## config.mk

```make
export PLATFORM = sky130hd
export DESIGN_NAME = ntsc_chroma_seq
export DESIGN_NICKNAME = d
export VERILOG_FILES = /design/src/rtl/ntsc_tg_pkg.sv /design/src/rtl/ntsc_chroma_mux.sv /design/src/rtl/ntsc_chroma_seq.sv
export SDC_FILE = /design/constraint.sdc
export NUM_CORES = 1
export LEC_CHECK = 0
export BUFFER_PORTS_ARGS = -buffer_cell sky130_fd_sc_hd__buf_2
export CELL_PAD_IN_SITES_DETAIL_PLACEMENT = 0
export CELL_PAD_IN_SITES_GLOBAL_PLACEMENT = 1
export CORE_UTILIZATION = 24
export DETAILED_ROUTE_END_ITERATION = 12
export MAX_ROUTING_LAYER = met4
export PLACE_DENSITY_LB_ADDON = 0.25
export SLEW_MARGIN = 40
export SYNTH_ARGS = -nofsm -noshare
export SYNTH_HDL_FRONTEND = slang
export SYNTH_SLANG_ARGS = --single-unit
```

## constraint.sdc

```tcl
create_clock -name CK_i -period 4.38 [get_ports CK_i]
set_clock_uncertainty 0.2 [all_clocks]
set_input_delay 0.657 -clock CK_i [delete_from_list [all_inputs] [get_ports CK_i]]
set_output_delay 0.657 -clock CK_i [all_outputs]
set_load 0.02 [all_outputs]
```

## src/rtl/ntsc_tg_pkg.sv

```systemverilog
// Shared NTSC 4fsc timing defaults, output levels and enums for the composite
// line sequencer and its chroma mux.
package ntsc_tg_pkg;

   localparam int H_W            = 10;

   localparam int TG_H_TOTAL     = 910;
   localparam int TG_SYNC_LEN    = 68;
   localparam int TG_BURST_START = 76;
   localparam int TG_BURST_LEN   = 36;
   localparam int TG_ACT_START   = 134;
   localparam int TG_ACT_LEN     = 768;
   localparam int TG_PIPE_LAT    = 2;

   localparam logic [8:0]        TG_SYNC_LVL  = 9'd4;
   localparam logic [8:0]        TG_BLANK_LVL = 9'd60;
   localparam logic [8:0]        TG_SETUP_LVL = 9'd11;
   localparam logic signed [7:0] TG_BURST_AMP = 8'sd20;

   typedef enum logic [2:0] {
      ST_SYNC,
      ST_BREEZE,
      ST_BURST,
      ST_BACKP,
      ST_ACTIVE,
      ST_FRONT
   } line_state_t;

   typedef enum logic [1:0] {
      P_U  = 2'd0,
      P_V  = 2'd1,
      P_NU = 2'd2,
      P_NV = 2'd3
   } phase_t;

   // -(-128) does not fit in 8 bits, so it clips to +127.
   function automatic logic signed [7:0] neg_sat8(input logic signed [7:0] x);
      if (x == 8'sh80)
         return 8'sh7f;
      else
         return -x;
   endfunction

   function automatic logic [8:0] sat9(input logic signed [10:0] v);
      if (v < 11'sd0)
         return 9'd0;
      else if (v > 11'sd511)
         return 9'd511;
      else
         return v[8:0];
   endfunction

endpackage

```

## src/rtl/ntsc_chroma_mux.sv

```systemverilog
// Subcarrier-phase chroma select: +U, +V, -U, -V with saturating negation.
module ntsc_chroma_mux
   import ntsc_tg_pkg::*;
(
   input  logic [1:0]        phase,
   input  logic signed [7:0] u,
   input  logic signed [7:0] v,
   output logic signed [7:0] chroma
);

   always_comb begin
      chroma = u;
      case (phase_t'(phase))
         P_U:     chroma = u;
         P_V:     chroma = v;
         P_NU:    chroma = neg_sat8(u);
         P_NV:    chroma = neg_sat8(v);
         default: chroma = u;
      endcase
   end

endmodule

```

## src/rtl/ntsc_chroma_seq.sv

```systemverilog
// 4fsc composite-line sequencer: h counter, subcarrier phase, line-region FSM and Y+C mixer.
// Optional 7.5 IRE pedestal on active samples when NTSC_CHROMA_SEQ_SETUP_EN is defined.
//
// state     | meaning
// ----------+------------------------------------------------------------
// ST_SYNC   | h sync tip (broad pulse on vsync lines)
// ST_BREEZE | breezeway between sync and burst
// ST_BURST  | colour burst on the -U axis
// ST_BACKP  | back porch up to the active window
// ST_ACTIVE | active video, Y + phase-selected chroma
// ST_FRONT  | blank: front porch, blanked active window, vsync line tail
module ntsc_chroma_seq
   import ntsc_tg_pkg::*;
#(
   parameter int                C_H_TOTAL     = TG_H_TOTAL,
   parameter int                C_SYNC_LEN    = TG_SYNC_LEN,
   parameter int                C_BURST_START = TG_BURST_START,
   parameter int                C_BURST_LEN   = TG_BURST_LEN,
   parameter int                C_ACT_START   = TG_ACT_START,
   parameter int                C_ACT_LEN     = TG_ACT_LEN,
   parameter int                C_PIPE_LAT    = TG_PIPE_LAT,
   parameter logic [8:0]        C_SYNC_LVL    = TG_SYNC_LVL,
   parameter logic [8:0]        C_BLANK_LVL   = TG_BLANK_LVL,
   parameter logic signed [7:0] C_BURST_AMP   = TG_BURST_AMP
)(
   input  logic       CK_i,
   input  logic       SR_i,
   input  logic       CK_EE_i,
   input  logic       HSTART_i,
   input  logic       VSYNC_i,
   input  logic       VBLANK_i,
   input  logic [7:0] YYs_i,
   input  logic [7:0] UUs_i,
   input  logic [7:0] VVs_i,
   output logic       REQ_o,
   output logic       ACTIVE_o,
   output logic       BURST_o,
   output logic [1:0] PHASE_o,
   output logic [8:0] VIDEOs_o
);

   logic [H_W-1:0]    h_q;
   logic [H_W-1:0]    h_nxt;
   logic [1:0]        phase_q;
   logic              vs_q;
   logic              vb_q;
   logic              vs_nxt;
   logic              vb_nxt;
   line_state_t       st_q;
   line_state_t       st_nxt;
   int                h_int;

   logic signed [7:0]  chroma;
   logic signed [10:0] blank_s;
   logic signed [10:0] luma_s;
   logic signed [10:0] chroma_s;
   logic signed [10:0] amp_s;
   logic signed [10:0] burst_off;
   logic signed [10:0] burst_sum;
   logic signed [10:0] act_sum;

   logic [8:0]        video_nxt;
   logic              act_nxt;
   logic              burst_nxt;
   logic              req_nxt;

   function automatic line_state_t decode(input logic [H_W-1:0] h, input logic vs, input logic vb);
      int hi;
      hi = int'(h);
      if (vs) begin
         if (hi < C_H_TOTAL / 2 - C_SYNC_LEN)
            return ST_SYNC;
         return ST_FRONT;
      end
      if (hi < C_SYNC_LEN)
         return ST_SYNC;
      if (hi < C_BURST_START)
         return ST_BREEZE;
      if (hi < C_BURST_START + C_BURST_LEN)
         return ST_BURST;
      if (hi < C_ACT_START)
         return ST_BACKP;
      if (hi < C_ACT_START + C_ACT_LEN)
         return vb ? ST_FRONT : ST_ACTIVE;
      return ST_FRONT;
   endfunction

   ntsc_chroma_mux u_chroma_mux (
      .phase  (phase_q),
      .u      (UUs_i),
      .v      (VVs_i),
      .chroma (chroma)
   );

   assign h_int     = int'(h_q);
   assign blank_s   = signed'({2'b00, C_BLANK_LVL});
   assign luma_s    = signed'({3'b000, YYs_i});
   assign chroma_s  = {{3{chroma[7]}}, chroma};
   assign amp_s     = {{3{C_BURST_AMP[7]}}, C_BURST_AMP};
   assign burst_sum = blank_s + burst_off;

`ifdef NTSC_CHROMA_SEQ_SETUP_EN
   assign act_sum = blank_s + luma_s + chroma_s + signed'({2'b00, TG_SETUP_LVL});
`else
   assign act_sum = blank_s + luma_s + chroma_s;
`endif

   // Burst sits on the -U axis: negative at phase 0, positive at phase 2.
   always_comb begin
      burst_off = '0;
      case (phase_t'(phase_q))
         P_U:     burst_off = -amp_s;
         P_NU:    burst_off = amp_s;
         default: burst_off = '0;
      endcase
   end

   always_comb begin
      h_nxt     = h_q;
      vs_nxt    = vs_q;
      vb_nxt    = vb_q;
      st_nxt    = st_q;
      video_nxt = C_BLANK_LVL;
      act_nxt   = 1'b0;
      burst_nxt = 1'b0;

      if (CK_EE_i) begin
         if (HSTART_i || h_q == H_W'(C_H_TOTAL - 1))
            h_nxt = '0;
         else
            h_nxt = h_q + H_W'(1);
         if (h_nxt == '0) begin
            vs_nxt = VSYNC_i;
            vb_nxt = VBLANK_i;
         end
         st_nxt = decode(h_nxt, vs_nxt, vb_nxt);
      end

      case (st_q)
         ST_SYNC:   video_nxt = C_SYNC_LVL;
         ST_BURST: begin
            video_nxt = sat9(burst_sum);
            burst_nxt = 1'b1;
         end
         ST_ACTIVE: begin
            video_nxt = sat9(act_sum);
            act_nxt   = 1'b1;
         end
         default:   video_nxt = C_BLANK_LVL;
      endcase
   end

   // Registered alongside the video path, so REQ_o leads ACTIVE_o by C_PIPE_LAT at the ports.
   assign req_nxt = !vs_q && !vb_q
                    && (h_int >= C_ACT_START - C_PIPE_LAT)
                    && (h_int <  C_ACT_START + C_ACT_LEN - C_PIPE_LAT);

   always_ff @(posedge CK_i) begin
      if (SR_i) begin
         h_q      <= '0;
         phase_q  <= '0;
         vs_q     <= 1'b0;
         vb_q     <= 1'b0;
         st_q     <= ST_SYNC;
         VIDEOs_o <= C_BLANK_LVL;
         REQ_o    <= 1'b0;
         ACTIVE_o <= 1'b0;
         BURST_o  <= 1'b0;
         PHASE_o  <= '0;
      end else if (CK_EE_i) begin
         h_q      <= h_nxt;
         phase_q  <= phase_q + 2'd1;
         vs_q     <= vs_nxt;
         vb_q     <= vb_nxt;
         st_q     <= st_nxt;
         VIDEOs_o <= video_nxt;
         REQ_o    <= req_nxt;
         ACTIVE_o <= act_nxt;
         BURST_o  <= burst_nxt;
         PHASE_o  <= phase_q;
      end
   end

endmodule

```

# Word-level counts from Yosys, hierarchy flattened
# Cells that the tools add are included.
# Widths: inputs -> output; s select.
# totals
elab_cells	111
register_bits	31
out_inout_bits	14
# classes
eq_ne	8
n_lt_le_gt_ge	12
add_sub_neg	7
n_mux	65
n_reduce_logical	9
# ops
cell	count
$mux 3	17
$mux 1	37
$mux 9	4
$pmux 8 s4	1
$lt 10x7->1 const B	3
$pmux 9 s3	1
$gt 11x10->1 const B	2
$lt 11x1->1 const B	2
$pmux 11 s2	1
$lt 10x10->1 const B	2
$mux 10	2
$eq 8x8->1 const B	2
$mux 8	2
$neg 8->8	2
$add 10x8->11	1
$add 7x11->11 const A	1
$add 10x1->10 const B	1
$eq 10x10->1 const B	1
$ge 10x8->1 const B	1
$logic_not 10->1	1
$lt 10x8->1 const B	1
$lt 10x9->1 const B	1
$add 6x8->9 const A	1
$eq 2x2->1 const B	2
9 further kinds	12

# Depth between registers and ports, before layout
# logic_depth
ltp_word	35
depth_mapped	17
mapped_depth_nobuf	17

# Hierarchy
# A second synthesis with hierarchy kept.
# unflattened
cells_unflattened	413
area_unflattened_um2	3111.7
# by_module_without_submodules
module	area_per_inst_um2	n_inst	seq_area_each_um2	cells_per_inst
ntsc_chroma_seq	2489.9	1	620.6	318
ntsc_chroma_mux	621.8	1	0.0	95

# Worst setup path before layout
# Ideal clock, no wire load.
# synth_path
path_type	input to register
startpoint	input UUs_i[1]
endpoint	register VIDEOs_o[8]
t_arrival_ps	4182
path_stages	15
path_buffers	0
setup_time_ps	71
required_time_ps	4109
setup_slack_ps	-72
cell_sequence	inv_1 -> ha_1 -> or3b_1 -> or3_1 -> or3_1 -> a32o_1 -> a311oi_1 -> a21oi_1 -> ha_1 -> o21ai_0 -> o21a_1 -> or4_1 -> mux2i_1 -> o21ai_0 -> a21oi_1
# synth_via
elab_chain_cells	8
elab_cells_between_ends	10
# synth_rtl
item	line_no	rtl
start, declared	ntsc_chroma_seq.sv:33	input logic [7:0] UUs_i,
$neg 8->8 / $eq 8x8->1 (equally long branches)	ntsc_tg_pkg.sv:41, ntsc_tg_pkg.sv:38	
$mux 8	ntsc_tg_pkg.sv:38	if (x == 8'sh80)
$pmux 8 s4 *	ntsc_chroma_mux.sv:13	case (phase_t'(phase))
$add 10x8->11 *	ntsc_chroma_seq.sv:105	assign act_sum = blank_s + luma_s + chroma_s;
$gt 11x10->1	ntsc_tg_pkg.sv:47	else if (v > 11'sd511)
$mux 9	ntsc_tg_pkg.sv:47	
$mux 9 *	ntsc_tg_pkg.sv:45	if (v < 11'sd0)
$pmux 9 s3 *	ntsc_chroma_seq.sv:139	case (st_q)
end signal, assigned	ntsc_chroma_seq.sv:176	VIDEOs_o <= video_nxt;
end, declared	ntsc_chroma_seq.sv:39	output logic [8:0] VIDEOs_o
# Every way passes the cells marked *; elsewhere a longest branch is shown, timed or not.
# A chain may end at the register's enable or synchronous reset.

# Worst setup path in the final report
# Same ends and word-level chain as after synthesis.

==> out/summary.txt <==
Antenna Nets Post-Route - 0
Clock power share - 32.6%
Critical path type - input pin to flop
Slew headroom - 50.0%
Grt ovf - 0
Met3 Usage GRT - 2.88%
Avg Cell Area, Syn - 7.66 µm²
CTS Root Cell - clkbuf_16
FFs w/ async S/R, synth - 0%
Gr busiest metal - met2
Top delay family on crit path - simple AND/OR/NAND/NOR gates
First DRT Iteration DRCs - 152
Syn Inst Count - 405
Routed len/inst - 14.2 µm
Crit path DAT - 4.23 ns
Number of vias per cell - 4.86
Cell mode on critical path - ha_4
CTS tree - built
Number of global-route vias before repair - 2,951
# clock sinks - 31
Met1 usage - 20.8%
CP cell instances - buf_6 -> inv_4 -> ha_4 -> or3b_4 -> or3_4 -> or3_1 -> a32o_2 -> a311oi_2 -> a21oi_2 -> ha_4 -> and2_4 -> o21ai_2 -> o31ai_2 -> or4_4 -> mux2i_4 -> o21ai_1 -> a21oi_1
Area grow syn2layout - 31.0%
Fin crit period - 4.23 ns
Tcrit/Tclk final - 96.5%
DRC - 0
Largest net degree at the start of global routing - 32
Leak - 0.00165 µW
Antenna violations before repair - 1
Register bit total from synthesis - 31
Vias - 3,177
Critical Path End Type - flop
Total CTS buffers - 5
Max_cap viols - 0
Commonest non-fill, non-tap cell in the layout - buf_4
Ys Warns - 0
Row count - 41
Worst-margin pin slew - 0.739 ns
Buffers on Ports - 43
Pwr Total - 1150 µW
Chip Height - 116 µm
Final core utilization - 32.2%
Critical-path maximum fanout - 5
RSZ-0062 raised after global routing - false
Nets - 533
I/O pin count - 44
H-tree levels - 2
Final hold vios - 0
Status - completed
Part of the power in combinational logic - 40.9%
Power Dens Cells - 283 nW/µm²
Sw Ratio - 33.8%
Fin Hold WS - 0.266 ns
Max incr delay on CP - 0.56 ns
Die area - 13,400 µm²
Peak VDD IR - 0.130 mV
DP Cell Count - 639
Routed WL - 9270 µm
Core Area - 12,600 µm²
Most frequent cells in the layout - buf_4 (43), buf_2 (42), a21oi_1 (38)
Register area share after synthesis - 20.0%
Fin. max-slew vios - 0
Reg power frac - 26.5%
Final setup fails - 0
Top-area cell type share of the netlist area - 20.0%
Clk pin slew, worst setup/hold paths - 0.05 ns
Critical path depth - 17
Synth top area cells - dfxtp_1 (20%), ha_1 (8.9%), a21oi_1 (6.4%), o21ai_0 (4.8%), nor2_1 (4.4%)
WP data required - 4.38 ns
Worst path bufs/invs - 2
P_sw - 388 µW
Predominant post-synthesis flop cell - dfxtp_1
Int Pwr - 761 µW
Fillers - 1,364
Max Fclk - 0.236 GHz
Tot GR Track Use - 14.8%
Syn nets - 458
Post-synth EDFFs - 0
DP Area - 3700 µm²
Netlist cell types - 66
Final GP Congestion - 0.871
Share of post-route cells with drive strength above 1 - 29.5%
Global-route wire length before repair - 15,100 µm
Clock Tree Buf Depth - 2
Hold WC Path Type - flop to flop
Final Non-Filler Cells - 654
Drt pass-1 iters - 4
Later-pin clock latency in the skew report - 0.28 ns
Mapped Area - 3100 µm²
Critical Path Source Type - input pin
Most area-hungry cell type in the Yosys netlist - dfxtp_1
Worst Hold Depth - 2
Detailed Place HPWL - 6990 µm
Initial Util - 24.6%
Slowest cell on crit path - or4_4
Reg2Reg Depth - 15
Die width - 116 µm
M2 GR Usage - 22.5%
Design area - 4070 µm²
## what timing repair did
item,4_1_cts,5_1_grt
cloned,1,1
pin swaps,1,23
endpoints found under the setup margin,8,9
resized for setup,1,43
hold buffers,0,0
buffers inserted,1,4
## cells by family (layout without fill, tap and decap cells)
logic type      Yosys count  count (layout)  share of synthesized area [%]
other cells               0               1                              0
fa+ha+maj                23              23                           9.51
simple gates            153             153                           26.9
xor+xnor                 23              23                           6.49
buf+inv                  41             116                           7.13
compound gates          123             123                           26.4
flops                    31              31                           20.0
mux                      11              12                           3.59
## stage by stage
| step | setup slack (ns) | TNS, ns |
|---|---|---|
| global route | 0.0170 | 0 |
| floorplan | 0.0217 | 0 |
| finish | 0.152 | 0 |
| CTS | 0.0288 | 0 |
| detailed placement | -0.374 | -2.93 |
| global placement | -0.256 | -2.10 |
## sequential cells by signal, indices dropped and copies added, names as in the netlist
signal / count
VIDEOs_o: 9
PHASE_o: 2
h_q: 10
st_q: 3
BURST_o: 1
vs_q: 1
vb_q: 1
phase_q: 2
ACTIVE_o: 1
REQ_o: 1
## synth_stat cells, types with 8 or more instances
cell and instances:
and3_1 8, nand2_1 30, nand3_1 16, nor3_1 13
mux2i_1 10, dfxtp_1 31, ha_1 22, nor2_1 36
o21ai_0 30, clkbuf_1 11, inv_1 20, xor2_1 8
xnor2_1 15, nand2b_1 8, a21oi_1 40
## worst paths after layout
path / start / slack, ns / end
min reg2reg: VIDEOs_o[3] / 0.27 / VIDEOs_o[3]
max: UUs_i[1] / 0.15 / VIDEOs_o[8]
min: VIDEOs_o[3] / 0.27 / VIDEOs_o[3]
max reg2reg: phase_q[1] / 0.59 / VIDEOs_o[8]
## final cells by class
type / instances / area (µm²) / area share [%]
antenna: 1 / 2.50 / 0.0616
inverter: 20 / 77.6 / 1.91
clock buffer: 7 / 153 / 3.75
sequential: 31 / 621 / 15.3
timing repair buffer: 88 / 567 / 13.9
tap: 172 / 215 / 5.29
clock inverter: 1 / 7.51 / 0.185
multi-input combinational: 334 / 2420 / 59.6
## power groups by stage
stage / sequential (µW) / clock (µW) / combinational, µW
global route: 306 / 402 / 515
floorplan: 313 / 0 / 246
global placement: 310 / 0 / 409
detailed placement: 310 / 0 / 409
finish: 304 / 375 / 470
CTS: 304 / 387 / 423
## per-layer routing
| metal | up-vias | part of all wire (%) |
|---|---|---|
| li1 | 1644 | - |
| met2 | 49 | 44 |
| met4 | 0 | 0.37 |
| met5 | - | 0 |
| met1 | 1482 | 52 |
| met3 | 2 | 3.7 |
## worst reg2reg max path: cells and delay by family, from the launching register on
family          cells  cell delay, ns
mux                 1            0.25
fa+ha+maj           2            0.54
flops               1            0.43
compound gates      7            1.20
buf+inv             2            0.26
simple gates        3            0.85
Note: power is estimated with default switching activity, not from simulation.
